`src/rtl/wb_commit_if.sv`:
```
// Writeback commit bus: ALU/load/memory inputs, ID-stage hazard queries and the
// register-file write port. The slave modport is the wb_commit side.
interface wb_commit_if #(
  parameter int NUM_DOMAINS = 1
);
  localparam int DW = NUM_DOMAINS * 8;

  logic          alu_valid;
  logic [3:0]    alu_dest;
  logic [DW-1:0] alu_data;
  logic          ld_issue;
  logic [3:0]    ld_dest;
  logic          mem_rd_valid;
  logic [DW-1:0] mem_rd_data;
  logic [3:0]    query_addr1;
  logic [3:0]    query_addr2;
  logic          load_hazard;
  logic          stall;
  logic          reg_wr_en;
  logic [3:0]    destination_reg_addr;
  logic [DW-1:0] wr_data;
  logic          wb_err;

  modport master (
    output alu_valid, alu_dest, alu_data,
    output ld_issue, ld_dest,
    output mem_rd_valid, mem_rd_data,
    output query_addr1, query_addr2,
    input  load_hazard, stall,
    input  reg_wr_en, destination_reg_addr, wr_data,
    input  wb_err
  );

  modport slave (
    input  alu_valid, alu_dest, alu_data,
    input  ld_issue, ld_dest,
    input  mem_rd_valid, mem_rd_data,
    input  query_addr1, query_addr2,
    output load_hazard, stall,
    output reg_wr_en, destination_reg_addr, wr_data,
    output wb_err
  );
endinterface

```
`src/rtl/wb_commit.sv`:
```
// Writeback commit unit: pending-load queue, load/ALU write-port arbitration with a
// one-entry ALU skid buffer. Define WB_ERR_CHECK_EN to build the sticky wb_err flag.
module wb_commit #(
  parameter int NUM_DOMAINS = 1,
  parameter int LDQ_DEPTH   = 2
) (
  input  logic        clk,
  input  logic        reset,
  wb_commit_if.slave  bus
);
  localparam int DW = NUM_DOMAINS * 8;
  localparam int PW = $clog2(LDQ_DEPTH);
  localparam int CW = PW + 1;

  logic [3:0]    ldq_q [LDQ_DEPTH];
  logic [3:0]    ldq_d [LDQ_DEPTH];
  logic [PW-1:0] head_q, head_d;
  logic [PW-1:0] tail_q, tail_d;
  logic [CW-1:0] count_q, count_d;

  logic          skid_valid_q, skid_valid_d;
  logic [3:0]    skid_dest_q, skid_dest_d;
  logic [DW-1:0] skid_data_q, skid_data_d;

  logic          reg_wr_en_q, reg_wr_en_d;
  logic [3:0]    dest_q, dest_d;
  logic [DW-1:0] wr_data_q, wr_data_d;

  logic          full_s;
  logic          empty_s;
  logic          ld_pop_s;
  logic          ld_push_s;
  logic          load_hazard_s;

  assign full_s    = (count_q == CW'(LDQ_DEPTH));
  assign empty_s   = (count_q == {CW{1'b0}});
  assign ld_pop_s  = bus.mem_rd_valid & ~empty_s;
  // A simultaneous pop frees the head slot, so a push into a full queue is legal then.
  assign ld_push_s = bus.ld_issue & (~full_s | ld_pop_s);

  always_comb begin
    for (int i = 0; i < LDQ_DEPTH; i++) begin
      ldq_d[i] = ldq_q[i];
    end
    head_d  = head_q;
    tail_d  = tail_q;
    count_d = count_q;
    if (ld_push_s) begin
      ldq_d[tail_q] = bus.ld_dest;
      tail_d        = tail_q + PW'(1);
    end else begin
      tail_d = tail_q;
    end
    if (ld_pop_s) begin
      head_d = head_q + PW'(1);
    end else begin
      head_d = head_q;
    end
    case ({ld_push_s, ld_pop_s})
      2'b10:   count_d = count_q + CW'(1);
      2'b01:   count_d = count_q - CW'(1);
      default: count_d = count_q;
    endcase
  end

  always_comb begin
    reg_wr_en_d  = 1'b0;
    dest_d       = dest_q;
    wr_data_d    = wr_data_q;
    skid_valid_d = skid_valid_q;
    skid_dest_d  = skid_dest_q;
    skid_data_d  = skid_data_q;
    if (ld_pop_s) begin
      reg_wr_en_d = 1'b1;
      dest_d      = ldq_q[head_q];
      wr_data_d   = bus.mem_rd_data;
      // An occupied skid keeps its older result; a new ALU result is then lost.
      if (bus.alu_valid && !skid_valid_q) begin
        skid_valid_d = 1'b1;
        skid_dest_d  = bus.alu_dest;
        skid_data_d  = bus.alu_data;
      end else begin
        skid_valid_d = skid_valid_q;
      end
    end else if (skid_valid_q) begin
      reg_wr_en_d = 1'b1;
      dest_d      = skid_dest_q;
      wr_data_d   = skid_data_q;
      if (bus.alu_valid) begin
        skid_valid_d = 1'b1;
        skid_dest_d  = bus.alu_dest;
        skid_data_d  = bus.alu_data;
      end else begin
        skid_valid_d = 1'b0;
      end
    end else if (bus.alu_valid) begin
      reg_wr_en_d = 1'b1;
      dest_d      = bus.alu_dest;
      wr_data_d   = bus.alu_data;
    end else begin
      reg_wr_en_d = 1'b0;
    end
  end

  // Entry i is live when its distance from the head is below the occupancy count.
  always_comb begin
    load_hazard_s = 1'b0;
    for (int i = 0; i < LDQ_DEPTH; i++) begin
      if (({1'b0, PW'(i) - head_q} < count_q) &&
          ((ldq_q[i] == bus.query_addr1) || (ldq_q[i] == bus.query_addr2))) begin
        load_hazard_s = 1'b1;
      end else begin
        load_hazard_s = load_hazard_s;
      end
    end
  end

  always_ff @(posedge clk) begin
    if (reset) begin
      for (int i = 0; i < LDQ_DEPTH; i++) begin
        ldq_q[i] <= 4'h0;
      end
      head_q       <= {PW{1'b0}};
      tail_q       <= {PW{1'b0}};
      count_q      <= {CW{1'b0}};
      skid_valid_q <= 1'b0;
      skid_dest_q  <= 4'h0;
      skid_data_q  <= {DW{1'b0}};
      reg_wr_en_q  <= 1'b0;
      dest_q       <= 4'h0;
      wr_data_q    <= {DW{1'b0}};
    end else begin
      for (int i = 0; i < LDQ_DEPTH; i++) begin
        ldq_q[i] <= ldq_d[i];
      end
      head_q       <= head_d;
      tail_q       <= tail_d;
      count_q      <= count_d;
      skid_valid_q <= skid_valid_d;
      skid_dest_q  <= skid_dest_d;
      skid_data_q  <= skid_data_d;
      reg_wr_en_q  <= reg_wr_en_d;
      dest_q       <= dest_d;
      wr_data_q    <= wr_data_d;
    end
  end

`ifdef WB_ERR_CHECK_EN
  logic err_event_s;
  logic wb_err_q, wb_err_d;

  assign err_event_s = (bus.mem_rd_valid & empty_s)
                     | (bus.ld_issue & full_s & ~ld_pop_s)
                     | (bus.alu_valid & skid_valid_q & ld_pop_s);

  always_comb begin
    wb_err_d = wb_err_q | err_event_s;
  end

  always_ff @(posedge clk) begin
    if (reset) begin
      wb_err_q <= 1'b0;
    end else begin
      wb_err_q <= wb_err_d;
    end
  end

  assign bus.wb_err = wb_err_q;
`else
  assign bus.wb_err = 1'b0;
`endif

  assign bus.stall                = skid_valid_q | full_s;
  assign bus.load_hazard          = load_hazard_s;
  assign bus.reg_wr_en            = reg_wr_en_q;
  assign bus.destination_reg_addr = dest_q;
  assign bus.wr_data              = wr_data_q;
endmodule

```
`src/flat_wrapper.sv`:
```
// flat-port wrapper written by rule: the top's interface ports become plain ports
module wb_commit_flat 
#(
  parameter int NUM_DOMAINS = 1,
  parameter int LDQ_DEPTH   = 2
)
  (clk, reset, bus_alu_valid, bus_alu_dest, bus_alu_data, bus_ld_issue, bus_ld_dest, bus_mem_rd_valid, bus_mem_rd_data, bus_query_addr1, bus_query_addr2, bus_load_hazard, bus_stall, bus_reg_wr_en, bus_destination_reg_addr, bus_wr_data, bus_wb_err);
  wb_commit_if #(.NUM_DOMAINS(NUM_DOMAINS)) bus_i ();
  input  logic clk;
  input  logic reset;
  input wire logic [$bits(bus_i.alu_valid)-1:0] bus_alu_valid;
  input wire logic [$bits(bus_i.alu_dest)-1:0] bus_alu_dest;
  input wire logic [$bits(bus_i.alu_data)-1:0] bus_alu_data;
  input wire logic [$bits(bus_i.ld_issue)-1:0] bus_ld_issue;
  input wire logic [$bits(bus_i.ld_dest)-1:0] bus_ld_dest;
  input wire logic [$bits(bus_i.mem_rd_valid)-1:0] bus_mem_rd_valid;
  input wire logic [$bits(bus_i.mem_rd_data)-1:0] bus_mem_rd_data;
  input wire logic [$bits(bus_i.query_addr1)-1:0] bus_query_addr1;
  input wire logic [$bits(bus_i.query_addr2)-1:0] bus_query_addr2;
  output wire logic [$bits(bus_i.load_hazard)-1:0] bus_load_hazard;
  output wire logic [$bits(bus_i.stall)-1:0] bus_stall;
  output wire logic [$bits(bus_i.reg_wr_en)-1:0] bus_reg_wr_en;
  output wire logic [$bits(bus_i.destination_reg_addr)-1:0] bus_destination_reg_addr;
  output wire logic [$bits(bus_i.wr_data)-1:0] bus_wr_data;
  output wire logic [$bits(bus_i.wb_err)-1:0] bus_wb_err;
  assign bus_i.alu_valid = bus_alu_valid;
  assign bus_i.alu_dest = bus_alu_dest;
  assign bus_i.alu_data = bus_alu_data;
  assign bus_i.ld_issue = bus_ld_issue;
  assign bus_i.ld_dest = bus_ld_dest;
  assign bus_i.mem_rd_valid = bus_mem_rd_valid;
  assign bus_i.mem_rd_data = bus_mem_rd_data;
  assign bus_i.query_addr1 = bus_query_addr1;
  assign bus_i.query_addr2 = bus_query_addr2;
  assign bus_load_hazard = bus_i.load_hazard;
  assign bus_stall = bus_i.stall;
  assign bus_reg_wr_en = bus_i.reg_wr_en;
  assign bus_destination_reg_addr = bus_i.destination_reg_addr;
  assign bus_wr_data = bus_i.wr_data;
  assign bus_wb_err = bus_i.wb_err;
  wb_commit #(.NUM_DOMAINS(NUM_DOMAINS), .LDQ_DEPTH(LDQ_DEPTH)) u_core (.clk(clk), .reset(reset), .bus(bus_i));
endmodule
```
`config.mk`:
```
export PLATFORM = sky130hd
export DESIGN_NAME = wb_commit_flat
export DESIGN_NICKNAME = d
export VERILOG_FILES = /design/src/rtl/wb_commit_if.sv /design/src/rtl/wb_commit.sv /design/src/flat_wrapper.sv
export SDC_FILE = /design/constraint.sdc
export NUM_CORES = 1
export LEC_CHECK = 0
export BUFFER_PORTS_ARGS = -buffer_cell sky130_fd_sc_hd__buf_2
export CORE_MARGIN = 1
export CORE_UTILIZATION = 25
export CTS_BUF_LIST = sky130_fd_sc_hd__clkbuf_4
export DETAILED_ROUTE_END_ITERATION = 7
export SLEW_MARGIN = 5
export SYNTH_ARGS = -nofsm -noshare
export SYNTH_HDL_FRONTEND = slang
export SYNTH_SLANG_ARGS = --single-unit
export TNS_END_PERCENT = 30
```
`constraint.sdc`:
```
create_clock -name clk -period 4.6 [get_ports clk]
set_input_delay 0.69 -clock clk [delete_from_list [all_inputs] [get_ports clk]]
set_output_delay 0.69 -clock clk [all_outputs]
set_load 0.01 [all_outputs]
```
==> results.py <==
metrics = {
    "run": {
        "cap_violations": 0,
    },
    "pwr": {
        "comb_power_share_pct": 20.1,
        "power_density_nw_per_um2": 298.0,
        "clkPwrFrac_pct": 26.1,
        "seq_power_share_pct": 53.8,
        "internal_power_mw": 0.4925,
        "ir_worst_vdd_v": 0.00008568,
        "switchingPower_mw": 0.2118,
        "p_leak_nw": 0.9804,
        "swShare_pct": 30.07,
    },
    "route": {
        "ant_nets": 0,
        "totalWireLength_um": 4778,
        "vias_per_cell": 4.495,
        "drt_iter0_drc": 98,
        "vias": 1708,
        "wl_per_cell_um": 12.57,
        "drc": 0,
        "drt_pre_antenna_iters": 4,
    },
    "logic_synthesis": {
        "async_reset_ff_share_pct": 0,
        "yosysMostFrequentCell": "dfxtp_1",
        "syn-num-nets": 276,
        "yosysTopAreaCellShare_pct": 38.42,
        "ys_seq_elements": 39,
        "netlist.top_cell.by_area": "dfxtp_1",
        "synth_common_cells": "dfxtp_1, nand2_1, a21oi_1",
        "synth_edf_count": 0,
        "synth-main-ff-cell": "dfxtp_1",
        "synth.distinct_cells": 32,
        "synth_area_per_cell_sq_um": 8.502,
        "synth_area_sq_um": 2032,
        "ys_top_cells_by_area": "dfxtp_1, mux2i_1, a21oi_1",
        "ys_seq_area_share_pct": 38.42,
        "yosysWarnings": 0,
        "synthCells": 239,
    },
    "floorplan": {
        "io_pins": 53,
        "std_cell_rows": 32,
        "die_w_um": 92.16,
        "start_util_pct": 26.03,
        "core_area_sq_um": 7807,
        "die_area_sq_um": 8493,
        "fp.dieH_um": 92.16,
    },
    "worst_hold_path": {
        "holdPathStages": 2,
        "hold_class": "register to register",
    },
    "clocking": {
        "cts.sinks": 39,
        "cts_tree": "done",
        "htree_levels": 2,
        "ctsResizeCount": 0,
        "clk_latency_ps": 350,
        "cts_buffer_depth": 2,
        "root_buffer": "clkbuf_4",
        "clk_pin_slew_ps": 100,
        "post_cts_buffers": 0,
        "cts_buffers": 5,
        "ctsHoldBuffers": 0,
    },
    "final_layout": {
        "finish.utilization_pct": 30.27,
        "n_antenna_cell": 0,
        "area_delta_synth_final_pct": 16.32,
        "stdcell_area_sq_um": 2364,
        "final_nets": 314,
        "drive_gt1_share_pct": 25.18,
    },
    "sta": {
        "fmax_ghz": 0.3900,
        "finalHoldViolCount": 0,
        "fin_crit_sh_pct": 55.74,
        "tightest_slew_ps": 999.3,
        "rsz0062_at_grt": "false",
        "hold_ws_ps": 452.4,
        "fin_skew_ps": 15.77,
        "max-slew-margin-rel_pct": 33.37,
        "maxSlewViolCount": 0,
        "tns_ps": 0,
        "setup-violations-final": 0,
        "final.min_clock_period_ps": 2564,
    },
    "critical_path": {
        "end_kind": "output port",
        "startpoint_type": "primary input",
        "r2r_cells": 4,
        "crit_type": "primary input to output port",
        "cp_max_fo": 2,
        "cp.required_ps": 3910,
        "crit_arrival_ps": 1870,
    },
    "global_route": {
        "grt_pass1_vias": 1706,
        "grt-ovfl-total": 0,
        "grt_antenna_before_repair": 1,
        "grt_util_all_layers_pct": 11.66,
        "grt_max_degree": 40,
        "grt_pass1_wl_um": 7935,
    },
    "placed_design": {
        "port_buffers": 51,
        "gp_congestion": 0.7610,
        "place_hpwl_um": 3469,
        "placed_area_sq_um": 2306,
    },
    "status": {
        "status": "completed",
    },
}
-- path summary, 6_finish.rpt --
check | startpoint | to | slack (ps)
setup / recovery | bus_query_addr2[1] | bus_load_hazard | 2040
hold / removal | u_core.bus.destination_reg_addr[0] | u_core.bus.destination_reg_addr[0] | 450
setup reg to reg | u_core.count_q[0] | u_core.skid_data_q[1] | 2390
hold reg to reg | u_core.bus.destination_reg_addr[0] | u_core.bus.destination_reg_addr[0] | 450
-- kinds of logic (layout without fill, tap and decap cells) --
logic type,Yosys count,after routing,synth area share [%]
xor+xnor,19,19,8.190
other cells,1,1,0.1846
simple gates,73,73,16.87
flops,39,39,38.42
mux,26,26,12.81
buf+inv,24,63,6.280
compound gates,57,57,17.24
-- layout by cell type, fill, tap and decap left out, types with 2 or more instances in the layout --
cell type,netlist,layout
o21ai_0,14,14
nor4_1,4,4
buf_2,6,51
a21oi_1,28,28
nor2_1,13,13
clkbuf_4,0,7
xor2_1,13,13
inv_1,4,4
xnor2_1,6,6
mux2i_1,26,26
a211oi_1,2,2
nand2_1,32,32
nand3_1,16,16
o211ai_2,6,6
nor3_2,2,2
o211ai_1,2,2
dfxtp_1,39,39
-- power groups by stage --
stage	clock (mW)	combinational (mW)	sequential, mW
2_1_floorplan	0	0.102	0.384
3_3_place_gp	0	0.140	0.386
3_5_place_dp	0	0.143	0.387
4_1_cts	0.192	0.143	0.379
5_1_grt	0.204	0.160	0.382
6_report	0.184	0.142	0.379
-- flip-flops by register name, indices dropped and copies added (netlist names), named ones only --
signal,flops
u_core.bus.wr_data,8
u_core.ldq_q,8
u_core.head_q,1
u_core.bus.reg_wr_en,1
u_core.skid_valid_q,1
u_core.tail_q,1
u_core.count_q,2
u_core.skid_dest_q,4
u_core.bus.destination_reg_addr,4
u_core.skid_data_q,8
-- through the flow --
step	instances	total power, mW	setup WS [ps]
floorplan	239	0.4851	2251
global placement	372	0.5270	2086
detailed placement	372	0.5298	2044
CTS	380	0.7143	2042
global route	380	0.7457	1893
finish	380	0.7043	2036
-- metal layers --
layer,up-vias,routed length [um],track usage (%)
li1,896,-,-
met1,770,2253,14.57
met2,31,2199,18.72
met3,9,246,3.897
met4,2,68,3.906
met5,-,10,0
-- cell type report --
class	count	area, sq um
Fill cell	855	5444
Multi-Input combinational cell	176	1127
Sequential cell	39	780.7
Timing Repair Buffer	51	255.2
Tap cell	102	127.6
Clock buffer	7	52.55
Inverter	4	15.01
Clock inverter	1	5.005
-- critical path, cell delays in order --
cell and delay (ps):
buf_2 120, xor2_1 140, nor4_1 410, o22ai_1 120, a211oi_1 230, buf_2 160
No activity file was read; power rests on OpenSTA's default activity.
